$ cat src/rtl/alu_seq.sv
// Sequential ALU: single-cycle add/sub/logic, iterative shift-add multiply and
// restoring divide (one bit per clock) behind a start/busy/done handshake.
module alu_seq #(
    parameter int unsigned N = 8
) (
    input  logic         clk,
    input  logic         rst_n,
    input  logic         start,
    input  logic [N-1:0] a,
    input  logic [N-1:0] b,
    input  logic [2:0]   selec_alu,
    output logic         busy,
    output logic         done,
    output logic [N-1:0] result,
    output logic [N-1:0] remainder,
    output logic         Neg,
    output logic         Z,
    output logic         C,
    output logic         V
);

    localparam int unsigned CW = $clog2(N) + 1;

    localparam logic [2:0] OpAdd = 3'b000;
    localparam logic [2:0] OpSub = 3'b001;
    localparam logic [2:0] OpMul = 3'b010;
    localparam logic [2:0] OpDiv = 3'b011;
    localparam logic [2:0] OpAnd = 3'b100;
    localparam logic [2:0] OpOr  = 3'b101;
    localparam logic [2:0] OpNot = 3'b110;

    typedef enum logic [1:0] {StIdle, StIter, StFinish} state_e;

    state_e         state_q, state_d;
    logic [CW-1:0]  cnt_q, cnt_d;
    logic [N-1:0]   hi_q, hi_d;
    logic [N-1:0]   lo_q, lo_d;
    logic [N-1:0]   opnd_q, opnd_d;
    logic           is_div_q, is_div_d;
    logic [N-1:0]   result_q, result_d;
    logic [N-1:0]   rem_q, rem_d;
    logic           neg_q, neg_d, z_q, z_d, c_q, c_d, v_q, v_d;
    logic           done_q, done_d;

    logic [N:0]     add_sum, sub_sum;
    logic [N:0]     mul_sum;
    logic [N:0]     div_sh, div_diff;
    logic           div_ge;
    logic [N-1:0]   step_hi, step_lo;

    assign add_sum = {1'b0, a} + {1'b0, b};
    assign sub_sum = {1'b0, a} + {1'b0, ~b} + (N+1)'(1);

    // Multiply: hi:lo holds partial product above the unconsumed multiplier bits.
    assign mul_sum = {1'b0, hi_q} + (lo_q[0] ? {1'b0, opnd_q} : '0);
    // Divide: hi is the partial remainder, lo shifts dividend out and quotient in.
    assign div_sh   = {hi_q, lo_q[N-1]};
    assign div_diff = div_sh - {1'b0, opnd_q};
    assign div_ge   = ~div_diff[N];

    always_comb begin
        if (is_div_q) begin
            step_hi = div_ge ? div_diff[N-1:0] : div_sh[N-1:0];
            step_lo = {lo_q[N-2:0], div_ge};
        end else begin
            step_hi = mul_sum[N:1];
            step_lo = {mul_sum[0], lo_q[N-1:1]};
        end
    end

    always_comb begin
        state_d  = state_q;
        cnt_d    = cnt_q;
        hi_d     = hi_q;
        lo_d     = lo_q;
        opnd_d   = opnd_q;
        is_div_d = is_div_q;
        result_d = result_q;
        rem_d    = rem_q;
        neg_d    = neg_q;
        z_d      = z_q;
        c_d      = c_q;
        v_d      = v_q;
        done_d   = 1'b0;

        case (state_q)
            StIdle, StFinish: begin
                state_d = StIdle;
                if (start) begin
                    if (selec_alu == OpMul || (selec_alu == OpDiv && b != '0)) begin
                        state_d  = StIter;
                        cnt_d    = '0;
                        hi_d     = '0;
                        is_div_d = (selec_alu == OpDiv);
                        lo_d     = (selec_alu == OpDiv) ? a : b;
                        opnd_d   = (selec_alu == OpDiv) ? b : a;
                    end else begin
                        done_d = 1'b1;
                        rem_d  = '0;
                        neg_d  = 1'b0;
                        c_d    = 1'b0;
                        v_d    = 1'b0;
                        case (selec_alu)
                            OpAdd: begin
                                result_d = add_sum[N-1:0];
                                c_d      = add_sum[N];
                                neg_d    = add_sum[N-1];
                                v_d      = (a[N-1] == b[N-1]) && (add_sum[N-1] != a[N-1]);
                            end
                            OpSub: begin
                                result_d = sub_sum[N-1:0];
                                c_d      = sub_sum[N];
                                neg_d    = sub_sum[N-1];
                                v_d      = (a[N-1] != b[N-1]) && (sub_sum[N-1] != a[N-1]);
                            end
                            OpDiv: begin
                                result_d = '1;
                                rem_d    = a;
                                v_d      = 1'b1;
                            end
                            OpAnd:   result_d = a & b;
                            OpOr:    result_d = a | b;
                            OpNot:   result_d = ~a;
                            default: result_d = '0;
                        endcase
                    end
                end
            end
            StIter: begin
                cnt_d = cnt_q + CW'(1);
                hi_d  = step_hi;
                lo_d  = step_lo;
                if (cnt_q == CW'(N - 1)) begin
                    state_d  = StFinish;
                    done_d   = 1'b1;
                    result_d = step_lo;
                    rem_d    = is_div_q ? step_hi : '0;
                    c_d      = is_div_q ? 1'b0 : (step_hi != '0);
                    neg_d    = 1'b0;
                    v_d      = 1'b0;
                end
            end
            default: state_d = StIdle;
        endcase

        if (done_d) begin
            z_d = (result_d == '0);
        end
    end

    always_ff @(posedge clk or negedge rst_n) begin
        if (!rst_n) begin
            state_q  <= StIdle;
            cnt_q    <= '0;
            hi_q     <= '0;
            lo_q     <= '0;
            opnd_q   <= '0;
            is_div_q <= 1'b0;
            result_q <= '0;
            rem_q    <= '0;
            neg_q    <= 1'b0;
            z_q      <= 1'b0;
            c_q      <= 1'b0;
            v_q      <= 1'b0;
            done_q   <= 1'b0;
        end else begin
            state_q  <= state_d;
            cnt_q    <= cnt_d;
            hi_q     <= hi_d;
            lo_q     <= lo_d;
            opnd_q   <= opnd_d;
            is_div_q <= is_div_d;
            result_q <= result_d;
            rem_q    <= rem_d;
            neg_q    <= neg_d;
            z_q      <= z_d;
            c_q      <= c_d;
            v_q      <= v_d;
            done_q   <= done_d;
        end
    end

    assign busy      = (state_q == StIter);
    assign done      = done_q;
    assign result    = result_q;
    assign remainder = rem_q;
    assign Neg       = neg_q;
    assign Z         = z_q;
    assign C         = c_q;
    assign V         = v_q;

endmodule

$ cat config.mk
export PLATFORM = sky130hd
export DESIGN_NAME = alu_seq
export DESIGN_NICKNAME = d
export VERILOG_FILES = /design/src/rtl/alu_seq.sv
export SDC_FILE = /design/constraint.sdc
export NUM_CORES = 1
export LEC_CHECK = 0
export CORE_AREA = 4 4 117 119
export CTS_CLUSTER_SIZE = 40
export DETAILED_ROUTE_END_ITERATION = 7
export DIE_AREA = 0 0 121 123
export PLACE_DENSITY_LB_ADDON = 0.15
export SETUP_SLACK_MARGIN = 0.02
export SKIP_CTS_REPAIR_TIMING = 1
export SYNTH_ARGS = -nofsm -noshare
export SYNTH_HDL_FRONTEND = slang
export SYNTH_SLANG_ARGS = --single-unit
$ cat constraint.sdc
create_clock -name clk -period 4.42 [get_ports clk]
set_clock_uncertainty 0.15 [all_clocks]
set_input_delay 0.663 -clock clk [delete_from_list [all_inputs] [get_ports clk]]
set_output_delay 0.663 -clock clk [all_outputs]
set_load 0.05 [all_outputs]
==> results of run 1 <==
==> report_power, final <==
group | total (W) | internal (W) | leakage [nW] | switching, W
clock | 0.000398 | 0.000212 | 0.0742 | 0.000186
sequential | 0.000910 | 0.000689 | 0.662 | 0.000221
combinational | 0.00267 | 0.00100 | 1.75 | 0.00167
==> flip-flops by register name, summed over array words and instances, names as in the netlist <==
| register | count |
|---|---|
| V | 1 |
| Neg | 1 |
| is_div_q | 1 |
| lo_q | 8 |
| remainder | 8 |
| state_q | 2 |
| hi_q | 8 |
| opnd_q | 8 |
| done | 1 |
| cnt_q | 4 |
| C | 1 |
| result | 8 |
| Z | 1 |
==> worst register-to-register path, cell delays in order (launching register included) <==
cell	delay [ns]
sky130_fd_sc_hd__dfrtp_1	0.44
sky130_fd_sc_hd__inv_1	0.11
sky130_fd_sc_hd__ha_1	0.17
sky130_fd_sc_hd__inv_1	0.05
sky130_fd_sc_hd__fa_1	0.42
sky130_fd_sc_hd__a211oi_2	0.39
sky130_fd_sc_hd__o21a_1	0.33
sky130_fd_sc_hd__o21ai_2	0.13
sky130_fd_sc_hd__nand2_2	0.18
sky130_fd_sc_hd__mux2_1	0.43
sky130_fd_sc_hd__a2111oi_0	0.48
sky130_fd_sc_hd__a41oi_1	0.22
sky130_fd_sc_hd__a41o_1	0.24
==> final cells by class <==
cell class                 count  area (µm²)
multi-input combinational    493        3340
sequential                    52        1300
fill                        1248        6860
clock inverter                 3        22.5
timing repair buffer          58         538
tap                          172         215
inverter                      44         165
clock buffer                   5         125
==> cell usage in the layout (no fill, tap or decap), types with 4 or more instances in the layout <==
cell and n:
sky130_fd_sc_hd__a211oi_1 7, sky130_fd_sc_hd__xnor2_1 6, sky130_fd_sc_hd__nand2_1 68, sky130_fd_sc_hd__and2_1 8
sky130_fd_sc_hd__a211o_1 5, sky130_fd_sc_hd__o21ai_0 56, sky130_fd_sc_hd__a21oi_1 36, sky130_fd_sc_hd__clkbuf_16 5
sky130_fd_sc_hd__o211ai_1 13, sky130_fd_sc_hd__xor2_1 6, sky130_fd_sc_hd__a21o_1 6, sky130_fd_sc_hd__nor2_1 38
sky130_fd_sc_hd__inv_1 40, sky130_fd_sc_hd__o31ai_1 5, sky130_fd_sc_hd__nor4_1 6, sky130_fd_sc_hd__ha_1 42
sky130_fd_sc_hd__o21ai_1 10, sky130_fd_sc_hd__nor3_1 20, sky130_fd_sc_hd__o22ai_1 5, sky130_fd_sc_hd__a31oi_1 8
sky130_fd_sc_hd__dfrtp_1 52, sky130_fd_sc_hd__nor2b_1 6, sky130_fd_sc_hd__nand4_1 4, sky130_fd_sc_hd__o21a_1 8
sky130_fd_sc_hd__nand2b_1 11, sky130_fd_sc_hd__clkdlybuf4s50_1 42, sky130_fd_sc_hd__nand3_1 21, sky130_fd_sc_hd__buf_4 15
sky130_fd_sc_hd__mux2i_1 16, sky130_fd_sc_hd__fa_1 4
==> final timing paths <==
path / start / slack (ns) / end / cells after the start
max in group asynchronous: rst_n / 3.10 / result[5] / 2
worst max register to register: lo_q[7] / 0.57 / C / 12
worst min-delay path: rst_n / 0.22 / hi_q[5] / 1
worst max-delay path: a[0] / 0.44 / Z / 13
min in group clk: remainder[5] / 0.33 / remainder[5] / 2
worst min register to register: remainder[5] / 0.33 / remainder[5] / 2
==> cells by family after synthesis <==
kind of cell | Yosys count
simple gates | 208
xor+xnor | 12
flops | 52
fa+ha+maj | 46
compound gates | 204
buf+inv | 75
mux | 23
==> layer usage <==
layer	vias to the layer above	wire, µm
li1	2328	-
met1	2326	7090
met2	174	7410
met3	18	868
met4	0	295
met5	-	0
==> metrics by stage <==
step                 util  cell area (µm²)  hold slack (ns)  total power (W)  std cells
floorplan               -             4940            0.217          0.00280        620
CTS                 0.454             5710            0.241          0.00398        827
global route        0.454             5710            0.258          0.00432        827
finish              0.454             5710            0.217          0.00398        827
global placement    0.442             5560            0.317          0.00354        819
detailed placement  0.442             5560            0.320          0.00357        819
==> qor.txt, run 1 <==
most common flop cell mapped by yosys - sky130_fd_sc_hd__dfrtp_1
number of enable flip-flop cells after synthesis - 0
number of global-route vias before repair - 4,685
total wire length - 15.7 mm
total number of nets in the final design - 722
Warnings, synthesis - 0
adder and majority gate portion of the synthesized area - 0.123
most prevalent standard cell on the critical path - sky130_fd_sc_hd__inv_1
cell family with most CP delay - simple AND/OR/NAND/NOR gates
H-tree depth - 2
worst setup slack after layout - 0.444 ns
clock root buffer - sky130_fd_sc_hd__clkbuf_16
iteration count of the initial detailed-routing pass - 6
DIE HEIGHT - 123 µm
max-cap check violation count - 0
placeable core region - 12,600 µm²
global-route layer with the greatest usage - met2
number of vias per cell - 5.86
Slowest-stage cell, CP - sky130_fd_sc_hd__or4_1
Highest Clock Rate - 252 MHz
power density of the placed cells - 698 nW/µm²
Routability Congestion - 0.975
worst path arrival time - 4.03 ns
worst setup path category - input port to flip-flop
startpoint type of the worst setup path - input port
Compound-Gate Fraction of Synth Area - 0.272
total grt overflow - 0
static leakage power - 2.49 nW
drc violations - 0
Netlist cell types - 81
Clk Latency, worst-skew pair - 0.30 ns
count of vias placed by the detailed router - 4,846
GRT Overall Usage - 0.216
number of buffers created by CTS - 5
register bit total from synthesis - 52
dominant combinational cell family by area after synthesis - compound AO/OA/AOI/OAI gates
CTS tree - built
post-synthesis share of cell area spent on xor and xnor gates - 0.0213
largest net degree at the start of global routing - 30
slew at the pin closest to its max-slew limit - 0.798 ns
number of antenna violations at the first check in global routing - 0
async set-or-reset flop fraction in the synthesized netlist - 1.00
buffer levels on the longest clock path - 2
GR Util met3 - 0.0224
M2 GR Usage - 0.352
HPWL reported at the end of detailed placement - 12.5 mm
Max FO, Critical Path - 5
antenna-violating nets left - 0
met1 Use GR - 0.307
number of DRC markers in iteration 0 - 457
library cell with the highest instance count after synthesis - sky130_fd_sc_hd__nand2_1
Tightest Hold Check Type - input port to async pin
antenna cells - 0
clock transition at the registers of the reported paths - 0.07 ns
largest cells by area after synthesis - sky130_fd_sc_hd__dfrtp_1, sky130_fd_sc_hd__ha_1, sky130_fd_sc_hd__o21ai_0
average footprint of a synthesized cell - 7.97 µm²
required time of the critical path - 4.48 ns
overall die width - 121 µm
peak supply drop - 213 µV
routed wire length per instance - 18.9 µm
initial core utilization - 0.393
simple-gate share of the synthesized area - 0.209
post-synthesis sequential area ratio - 0.263
most used standard cells in the synthesized netlist - sky130_fd_sc_hd__nand2_1, sky130_fd_sc_hd__o21ai_0, sky130_fd_sc_hd__dfrtp_1
Synth top area share - 0.263
normalized max-slew margin - 0.468
final sum of negative setup slack - 0 ns
delay of the slowest cell on the worst path - 0.55 ns
minimum clock period - 3.98 ns
Die Footprint - 14,900 µm²
fraction of layout instances using a drive strength above 1 - 0.0718
buffers added on ports - 43
setup repair after global routing missed its margin - no
count of clock tree sinks - 52
Critical Path End Type - flip-flop
syn_nets - 688
placement row count - 41
post-synthesis instance area - 4940 µm²
status - complete, no violations
Final Setup Violations - 0
multiplexer fraction of the synthesized cell area - 0.0506
number of endpoints with negative hold slack in the final report - 0
synthesized instance count - 620
area growth from synthesis to final layout - 15.5%
number of ports placed on the die boundary - 44
worst slack after detailed placement - 0.186 ns
library cell with the largest summed area after synthesis - sky130_fd_sc_hd__dfrtp_1
wire length of the first global-routing pass - 25.5 mm
CP Cell Sequence - clkdlybuf4s50_1 > inv_1 > ha_1 > inv_1 > fa_1 > nor3b_1 > or3_4 > mux2i_1 > xnor2_1 > a222oi_1 > o22ai_1 > or4_1 > o31ai_2
Max Slew Vio Count - 0
crit share post-route - 0.899
number of buffer and inverter instances along the worst setup path - 3
No activity file was read; power rests on OpenSTA's default activity.
==> inputs of run 2 (changes only) <==
--- a/config.mk
+++ b/config.mk
@@ -15,3 +15,4 @@
 export SYNTH_ARGS = -nofsm -noshare
 export SYNTH_HDL_FRONTEND = slang
 export SYNTH_SLANG_ARGS = --single-unit
+export TNS_END_PERCENT = 50
==> results of run 2 <==
No change in the layout: final DEF, timing and power equal those of run 1.
==> inputs of run 3 (changes only) <==
--- a/config.mk
+++ b/config.mk
@@ -5,10 +5,10 @@
 export SDC_FILE = /design/constraint.sdc
 export NUM_CORES = 1
 export LEC_CHECK = 0
-export CORE_AREA = 4 4 117 119
+export CORE_AREA = 2 2 115 117
 export CTS_CLUSTER_SIZE = 40
 export DETAILED_ROUTE_END_ITERATION = 7
-export DIE_AREA = 0 0 121 123
+export DIE_AREA = 0 0 117 119
 export PLACE_DENSITY_LB_ADDON = 0.15
 export SETUP_SLACK_MARGIN = 0.02
 export SKIP_CTS_REPAIR_TIMING = 1
==> qor.txt, run 3 (same netlist as run 1, synthesis figures left out) <==
Clk Latency, worst-skew pair - 0.30 ns (about the same)
Tightest Hold Check Type - input port to async pin
number of ports placed on the die boundary - 44 (unchanged)
iteration count of the initial detailed-routing pass - 5 (-1)
H-tree depth - 2 (unchanged)
normalized max-slew margin - 0.507 (+0.0395)
commonest non-fill, non-tap cells in the layout - sky130_fd_sc_hd__nand2_1, sky130_fd_sc_hd__o21ai_0, sky130_fd_sc_hd__dfrtp_1
total chip power - 0.00404 W (+1.5%)
placement row count - 42 (+2.4%)
placeable core region - 12,900 µm² (+2.4%)
routed wire length per instance - 18.9 µm (about the same)
worst slack after detailed placement - 0.169 ns (-0.0177 ns)
total number of nets in the final design - 721 (-0.14%)
startpoint type of the worst setup path - input port
leading cell type in the layout, fill and taps excluded - sky130_fd_sc_hd__nand2_1
Reg2Reg Launch Point - lo_q[7]
number of buffers created by CTS - 5 (unchanged)
power density of the placed cells - 706 nW/µm² (+1.2%)
HPWL reported at the end of detailed placement - 12.4 mm (-0.30%)
cell depth of the worst flop-to-flop path - 12 (unchanged)
minimum clock period - 3.99 ns (+0.0128 ns)
CTS tree - built
count of clock tree sinks - 52 (unchanged)
buffers added on ports - 43 (unchanged)
Max Slew Vio Count - 0 (unchanged)
initial core utilization - 0.384 (-0.00936)
fraction of layout instances using a drive strength above 1 - 0.0688 (-0.00295)
overall die width - 117 µm (-3.3%)
setup slack, reg-to-reg - 0.47 ns (-0.10 ns)
GRT Overall Usage - 0.230 (+0.0146)
required time of the critical path - 4.48 ns (about the same)
buffer levels on the longest clock path - 2 (unchanged)
max-cap check violation count - 0 (unchanged)
antenna cells - 0 (unchanged)
number of DRC markers in iteration 0 - 393 (-14%)
finished layout cell area - 5730 µm² (+0.31%)
worst path arrival time - 4.05 ns (+0.02 ns)
setup repair after global routing missed its margin - no
Final Setup Violations - 0 (unchanged)
antenna-violating nets left - 0 (unchanged)
cell area after placement - 5560 µm² (about the same)
worst setup path category - input port to flip-flop
number of vias per cell - 5.86 (about the same)
worst setup slack after layout - 0.432 ns (-0.0128 ns)
crit share post-route - 0.902 (+0.00289)
count of vias placed by the detailed router - 4,864 (+0.37%)
Max FO, Critical Path - 3 (-2)
clock root buffer - sky130_fd_sc_hd__clkbuf_16
number of antenna violations at the first check in global routing - 0 (unchanged)
final sum of negative setup slack - 0 ns (unchanged)
total wire length - 15.7 mm (+0.29%)
number of global-route vias before repair - 4,561 (-2.6%)
wire length of the first global-routing pass - 24.9 mm (-2.4%)
end of the worst register-to-register path - C
status - complete, no violations
Critical Path End Type - flip-flop
number of endpoints with negative hold slack in the final report - 0 (unchanged)
Die Footprint - 13,900 µm² (-6.5%)
Routability Congestion - 0.892 (-8.6%)
clock transition at the registers of the reported paths - 0.07 ns (about the same)
drc violations - 0 (unchanged)
DIE HEIGHT - 119 µm (-3.3%)
static leakage power - 2.49 nW (about the same)
total grt overflow - 0 (unchanged)
largest net degree at the start of global routing - 32 (+6.7%)
slew at the pin closest to its max-slew limit - 0.739 ns (-0.0592 ns)
peak supply drop - 247 µV (+16%)
area growth from synthesis to final layout - 15.9%
Highest Clock Rate - 251 MHz (-0.32%)
## run 3: changes by cell type in the layout (fill, tap and decap cells not counted), sizes merged
cell	previous run	this run
clkinv	3	1
clkbuf	5	6
bufinv	0	1
buf	16	15
## run 3: worst max-delay path by stage
| stage | startpoint | endpoint | slack, ns | depth (start not counted) |
|---|---|---|---|---|
| after floorplan | a[0] | Z | 1.06 | 12 |
| after global routing | a[0] | Z | 0.21 | 13 |
| after detailed placement | a[1] | Z | 0.17 | 11 |
| after CTS | a[0] | Z | 0.47 | 13 |
| final | a[0] | Z | 0.43 | 13 |
| after global placement | a[0] | Z | 0.21 | 13 |
## run 3: metal layers
metal / share of wire / vias to the layer above / global-route usage
li1: - / 2334 / -
met1: 0.46 / 2356 / 0.331
met2: 0.47 / 158 / 0.370
met3: 0.052 / 16 / 0.0270
met4: 0.016 / 0 / 0.0522
met5: 0 / - / 0
## run 3: layout make-up
type                       instances  area [µm²]
clock buffer                       6         129
clock inverter                     2        38.8
fill                            1294        7150
inverter                          44         165
multi-input combinational        493        3340
sequential                        52        1300
tap                              176         220
timing repair buffer              57         531
## run 3: through the flow
step           std cells   util  hold WS [ns]
2_1_floorplan        620      -         0.217
5_1_grt              830  0.445         0.329
3_3_place_gp         822  0.432         0.315
6_report             830  0.445         0.271
3_5_place_dp         822  0.432         0.319
4_1_cts              830  0.445         0.302
## run 3: power by group
| group | internal [W] | switching, W | total (W) | leakage (nW) |
|---|---|---|---|---|
| sequential | 0.000689 | 0.000234 | 0.000923 | 0.662 |
| clock | 0.000270 | 0.000183 | 0.000453 | 0.0815 |
| combinational | 0.00100 | 0.00167 | 0.00267 | 1.75 |
| total | 0.00196 | 0.00208 | 0.00404 | 2.49 |
## run 3: critical path, cell delays in order
cell                              delay [ns]
sky130_fd_sc_hd__clkdlybuf4s50_1        0.49
sky130_fd_sc_hd__inv_1                  0.15
sky130_fd_sc_hd__ha_1                   0.19
sky130_fd_sc_hd__inv_1                  0.05
sky130_fd_sc_hd__fa_1                   0.41
sky130_fd_sc_hd__nor3b_1                0.16
sky130_fd_sc_hd__or3_4                  0.39
sky130_fd_sc_hd__mux2i_1                0.16
sky130_fd_sc_hd__xnor2_1                0.08
sky130_fd_sc_hd__a222oi_1               0.39
sky130_fd_sc_hd__o22ai_1                0.16
sky130_fd_sc_hd__or4_1                  0.56
sky130_fd_sc_hd__o31ai_2                0.19
